File: config.mk
export PLATFORM = sky130hd
export DESIGN_NAME = rca_4bit_adder
export DESIGN_NICKNAME = d
export VERILOG_FILES = /design/src/rtl/rca_4bit_adder.sv
export SDC_FILE = /design/constraint.sdc
export NUM_CORES = 1
export LEC_CHECK = 0
export CAP_MARGIN = 20
export CORE_AREA = 2 2 39 41
export DETAILED_ROUTE_END_ITERATION = 6
export DIE_AREA = 0 0 41 43
export MAX_ROUTING_LAYER = met4
export SETUP_SLACK_MARGIN = 0.3
export SLEW_MARGIN = 25
export SYNTH_ARGS = -nofsm -noshare
export SYNTH_HDL_FRONTEND = slang
export SYNTH_SLANG_ARGS = --single-unit
File: constraint.sdc
create_clock -name clk -period 1.15 [get_ports clk]
set_input_delay 0.23 -clock clk [delete_from_list [all_inputs] [get_ports clk]]
set_output_delay 0.23 -clock clk [all_outputs]
set_load 0.05 [all_outputs]
File: src/rtl/rca_4bit_adder.sv
// Registered ripple-carry adder: WIDTH full-adder cells chained from bit 0 upward,
// with sum, carry-out and signed overflow captured alongside a one-cycle valid strobe.
module rca_4bit_adder #(
    parameter int unsigned WIDTH = 4
) (
    input  logic             clk,
    input  logic             rst_n,
    input  logic             in_valid,
    input  logic [WIDTH-1:0] in1,
    input  logic [WIDTH-1:0] in2,
    input  logic             cin,
    output logic [WIDTH-1:0] sum,
    output logic             cout,
    output logic             ovf,
    output logic             out_valid
);

    logic [WIDTH:0]   carry;
    logic [WIDTH-1:0] chain_sum;

    logic [WIDTH-1:0] sum_d,  sum_q;
    logic             cout_d, cout_q;
    logic             ovf_d,  ovf_q;
    logic             valid_d, valid_q;

    // Each iteration is one full-adder cell; carry[i+1] depends only on cell i.
    always_comb begin
        carry     = '0;
        chain_sum = '0;
        carry[0]  = cin;
        for (int unsigned i = 0; i < WIDTH; i++) begin
            chain_sum[i] = in1[i] ^ in2[i] ^ carry[i];
            carry[i+1]   = (in1[i] & in2[i]) | (carry[i] & (in1[i] ^ in2[i]));
        end
    end

    // Result registers only load on accepted operands, so X on idle inputs never reaches them.
    always_comb begin
        sum_d   = sum_q;
        cout_d  = cout_q;
        ovf_d   = ovf_q;
        valid_d = 1'b0;
        if (in_valid) begin
            sum_d   = chain_sum;
            cout_d  = carry[WIDTH];
            ovf_d   = carry[WIDTH] ^ carry[WIDTH-1];
            valid_d = 1'b1;
        end
    end

    always_ff @(posedge clk or negedge rst_n) begin
        if (!rst_n) begin
            sum_q   <= '0;
            cout_q  <= 1'b0;
            ovf_q   <= 1'b0;
            valid_q <= 1'b0;
        end else begin
            sum_q   <= sum_d;
            cout_q  <= cout_d;
            ovf_q   <= ovf_d;
            valid_q <= valid_d;
        end
    end

    assign sum       = sum_q;
    assign cout      = cout_q;
    assign ovf       = ovf_q;
    assign out_valid = valid_q;

endmodule

==> results of run 1 <==
[registers in the layout, summed over array words and instances (netlist names)]
name and cells:
sum 4, ovf 1, out_valid 1, cout 1
[routing by layer]
metal	GRT usage [%]	wire, µm
met1	14.1	275
met2	17.8	464
met3	4.71	29
met4	4.00	0
met5	-	0
[stage by stage]
stage / instances / worst slack [ps] / hold slack [ps]
2_1_floorplan: 29 / -737 / -65.6
3_3_place_gp: 65 / -1290 / 509
3_5_place_dp: 65 / -1320 / 509
4_1_cts: 71 / -691 / 237
5_1_grt: 76 / -700 / 253
6_report: 76 / -635 / 231
[cells in the final DEF (no fill, tap or decap)]
cell type	instances
buf_12	7
buf_4	9
buf_6	4
clkbuf_1	1
clkbuf_4	3
clkdlybuf4s50_1	5
dfrtp_1	7
dlygate4sd2_1	3
fa_2	4
inv_1	6
inv_2	4
mux2_4	3
mux2i_1	3
xnor2_2	1
[worst max-delay path by stage]
stage	to	slack [ps]	cells past startpoint
global placement	ovf	-1290	10
global route	sum[3]	-700	9
CTS	ovf	-690	10
floorplan	ovf	-740	9
finish	ovf	-630	10
detailed placement	ovf	-1320	10
[final cells by class]
type                            count  area [µm²]
Sequential cell                     7         175
Multi-Input combinational cell     11         181
Inverter                           10        37.5
Tap cell                           16        20.0
Fill cell                         129         614
Timing Repair Buffer               28         329
Clock buffer                        4        26.3
[power by group]
group | switching, mW | internal [mW]
combinational | 0.269 | 0.351
sequential | 0.0509 | 0.295
clock | 0.0905 | 0.132
[cell families (layout without fill, tap and decap cells)]
family / count (synthesis) / in the layout / share of synthesized area [%]
xor gates and xnor gates: 1 / 1 / 2.26
adders and majority gates: 4 / 4 / 20.6
buffers and inverters: 11 / 42 / 12.6
DFF: 7 / 7 / 45.2
muxes: 6 / 6 / 19.4
[timing repair]
item,CTS,global route
pin swaps,5,4
endpoints found under the setup margin,13,13
hold buffers,0,0
resized for setup,19,2
endpoints found under the hold margin,0,0
buffers inserted,2,5
==> run metrics, run 1 <==
failing checks=setup timing; top-area cell type share of the netlist area=a little under half; Reg clk slew, reported paths=approximately 50 ps; maximum number of pins on one net before global-route repair=8; # DRC=0; Root Buffer=clkbuf_4; vias in the first global route=approximately 300; hold crit path type=input port to asynchronous set/reset pin; CTS H-Tree Depth=1; Syn Inst Count=29; asr flop ratio synth=between 90% and 100%; maxcap violations=0; syn_nets=45; FMAX=~0.56 GHz; Max Fanout on Critical Path=2; worst stage delay on the critical path=between 300 and 400 ps; RSZ-0062 raised after global routing=yes; Cell Chain, Critical Path=buf_6 -> fa_2 -> inv_2 -> fa_2 -> inv_2 -> fa_2 -> inv_2 -> fa_2 -> xnor2_2 -> mux2_4; Setup-failing EPs final=4; number of detailed-route iterations in the first pass=2; CP top delay family=adder cells; Crit. Startpoint=in2[0]; WL final=approximately 770 µm; WP data required=1290 ps; Clock Skews=0 ps; Die Height=between 40 and 50 µm; prevailing post-synth register cell=dfrtp_1; Netlist cell types=7; RR Endpoint=ovf; # IOs=19; Final Max Tran Viols=0; net count reported at finish=77; total power=1.19 mW; fin util=~56%; Initial Util=28.0%; gpl congestion=approximately 0.7; PortBufs=18; Leak Pwr=between 0.3 and 0.4 nW; Vias=between 300 and 400; Cell Pwr Density=1550 nW/µm²; max_slew headroom=79.7%; layout cell share with drive strength beyond 1=about 58%; Rows=14; CTS tree=built; most frequent cell on the critical path=fa_2; Die X=a little over 40 µm; global-route wire length before repair=approximately 1300 µm; status=finished, violations left; Synth Warn #=0; die area=about 1800 µm²; Synth area leader=dfrtp_1; worst-case reg-to-reg path depth=2; Sum Neg Setup Slack=-2200 ps; post-route minimum period=around 1800 ps; synth top area cells=dfrtp_1, fa_1, mux2_4, inv_1, mux2i_1; top post-synthesis cells by count=inv_1, dfrtp_1, fa_1; CP max stage cell=fa_2; dpl cell area=roughly 680 µm²; Synth Cell Area=slightly below 400 µm²; clock sinks=7; endpoints failing hold=0; synth-to-layout area growth=98.4%; syn_area_per_cell=around 13 µm²; cts bufs inserted=3; Final ANT Viol Nets=0; fin area=roughly 770 µm²; n_diodes=0; Critical Path Start Type=input port; gr usage total=around an eighth; final worst slack=-635 ps; Worst Setup End Kind=flip-flop; Vias/cell=slightly below 4; post-DP HPWL=between 600 and 700 µm; #FFs+latches synth=7; initial drt markers=3; Clock Latency Late Sink=approximately 250 ps; CTS Buffer Depth=2; Core Region=1380 µm²; crit path DAT=1920 ps; drt wl/cell=10.1 µm; initial antenna violation count=0; WP buf/inv=4; Tcrit/Tclk final=155%; most frequent cell after synthesis=inv_1; register area share after synthesis=a little under half; reg2reg start=ovf; worst slew pin tran=between 300 and 400 ps; EDFF count, synth=0; R2R Setup Slk=about 230 ps; total gr overflow=0; maximum VDD drop=~0.53 mV; crit path kind=input port to flip-flop
Note: power is estimated with default switching activity, not from simulation.
==> run 2: changes to the inputs <==
--- a/config.mk
+++ b/config.mk
@@ -5,7 +5,6 @@
 export SDC_FILE = /design/constraint.sdc
 export NUM_CORES = 1
 export LEC_CHECK = 0
-export CAP_MARGIN = 20
 export CORE_AREA = 2 2 39 41
 export DETAILED_ROUTE_END_ITERATION = 6
 export DIE_AREA = 0 0 41 43
==> results of run 2 <==
The final DEF is identical to that of run 1; final timing and power are the same.
==> run 3: changes to the inputs <==
==> constraint.sdc (replaced) <==
create_clock -name clk -period 2.3 [get_ports clk]
set_input_delay 0.46 -clock clk [delete_from_list [all_inputs] [get_ports clk]]
set_output_delay 0.46 -clock clk [all_outputs]
set_load 0.05 [all_outputs]
==> run metrics, run 3 (synthesis gave the netlist of run 1 again) <==
status=finished, final reports clean; Die Height=43 µm (unchanged); FMAX=slightly below 0.5 GHz; Clock Latency Late Sink=250 ps (about the same); cts bufs inserted=3 (unchanged); post-route minimum period=2020 ps; net count reported at finish=69 (-10%); max_slew headroom=66.5% (-13 points); Root Buffer=clkbuf_4; post-DP HPWL=591 µm (-4.8%); CTS H-Tree Depth=1 (unchanged); Rows=14 (unchanged); Final Max Tran Viols=0 (unchanged); hold crit path type=input port to asynchronous set/reset pin; global-route wire length before repair=1330 µm (unchanged); PortBufs=18 (unchanged); die area=1760 µm² (unchanged); dpl cell area=594 µm² (-13%); sequential share of power=32.3% (+3.2 points); # DRC=0 (unchanged); final worst slack=281 ps (+916 ps); fin area=637 µm² (-17%); crit path DAT=2190 ps (+270 ps); Vias=274 (-9.3%); vias in the first global route=306 (+1.7%); layout cell share with drive strength beyond 1=38.5% (-20 points); Clock power frac=22.7% (+4.0 points); maximum number of pins on one net before global-route repair=8 (unchanged); clock sinks=7 (unchanged); worst-case reg-to-reg path depth=1 (-1); WL final=707 µm (-7.9%); Worst Setup End Kind=flip-flop; CTS Buffer Depth=2 (unchanged); drt wl/cell=10.4 µm (+2.9%); WHS=453 ps (+221 ps); Sum Neg Setup Slack=0 ps (+2200 ps); Setup-failing EPs final=0 (-4); switching pwr=0.187 mW (-55%); Initial Util=28.0% (unchanged); crit path kind=input port to flip-flop; synth-to-layout area growth=64.2%; Gate power share=45.1% (-7.1 points); # IOs=19 (unchanged); Leak Pwr=0.311 nW (-20%); Final ANT Viol Nets=0 (unchanged); Die X=41 µm (unchanged); switching share of power=37.6% (+3.0 points); Vias/cell=4.03 (+1.4%); Cell Pwr Density=779 nW/µm² (-50%); R2R Setup Slk=1540 ps (+1310 ps); endpoints failing hold=0 (unchanged); max reg flops=4 (unchanged); Tcrit/Tclk final=87.8%; Critical Path Start Type=input port; worst slew pin tran=501 ps (+197 ps); total gr overflow=0 (unchanged); # placed instances=63 (-3.1%); gpl congestion=0.664 (-4.7%); reg2reg start=sum[0]; Max Fanout on Critical Path=2 (unchanged); Reg clk slew, reported paths=50 ps (about the same); RSZ-0062 raised after global routing=yes; Int Pwr=0.310 mW (-60%); Setup WS pre-CTS=-390 ps (+929 ps); gr usage total=12.1% (+0.23 points); initial drt markers=2 (-1); Clock Skews=0 ps (unchanged); Core Region=1380 µm² (unchanged); total power=0.496 mW (-58%); # hold bufs at CTS=0 (unchanged); most frequent cells in the layout=clkdlybuf4s50_1, dfrtp_1, inv_1; Layout Cells excl Fill=68 (-11%); maxcap violations=0 (unchanged); CTS tree=built; number of detailed-route iterations in the first pass=3 (+1); maximum VDD drop=0.280 mV (-47%); WP data required=2470 ps (+1180 ps); initial antenna violation count=0 (unchanged); n_diodes=0 (unchanged); RR Endpoint=sum[0]; fin util=46.0% (-9.6 points); leading cell type in the layout, fill and taps excluded=clkdlybuf4s50_1
run 3: worst max-delay path by stage:
stage / start / slack (ps) / end
global placement: in1[0] / -370 / ovf
CTS: cin / 220 / sum[3]
floorplan: in1[0] / 180 / ovf
detailed placement: in1[0] / -390 / ovf
global route: cin / 250 / ovf
finish: cin / 280 / sum[3]
run 3: layout make-up:
class	instances	area (µm²)
flip-flops and latches	7	175
clock buffers	4	26.3
multi-input cells	11	181
fillers	139	747
inverters	10	37.5
well taps	16	20.0
repair buffers	20	196
run 3: routing by layer:
| metal | up-vias | GRT usage, % | wire length (µm) |
|---|---|---|---|
| met5 | - | - | 0 |
| met4 | 0 | 6.00 | 19 |
| met3 | 2 | 6.28 | 30 |
| met2 | 6 | 17.8 | 399 |
| met1 | 137 | 12.9 | 257 |
| li1 | 129 | - | - |
run 3: power groups by stage:
stage / clock network (mW) / registers [mW] / logic, mW
final: 0.112 / 0.160 / 0.224
after global routing: 0.128 / 0.163 / 0.237
after CTS: 0.117 / 0.160 / 0.223
after detailed placement: 0 / 0.162 / 0.221
after global placement: 0 / 0.162 / 0.218
after floorplan: 0 / 0.246 / 0.0535
run 3: what timing repair did:
action,CTS,global route
resized for setup,17,2
pin swaps,5,5
setup endpoints to repair,4,2
buffers inserted,1,0
hold endpoints to repair,0,0
run 3: worst max-delay path, stage by stage:
cell	delay [ps]
buf_6	90
fa_2	370
inv_2	70
fa_2	190
inv_2	40
fa_2	340
inv_2	60
fa_2	420
mux2i_1	140
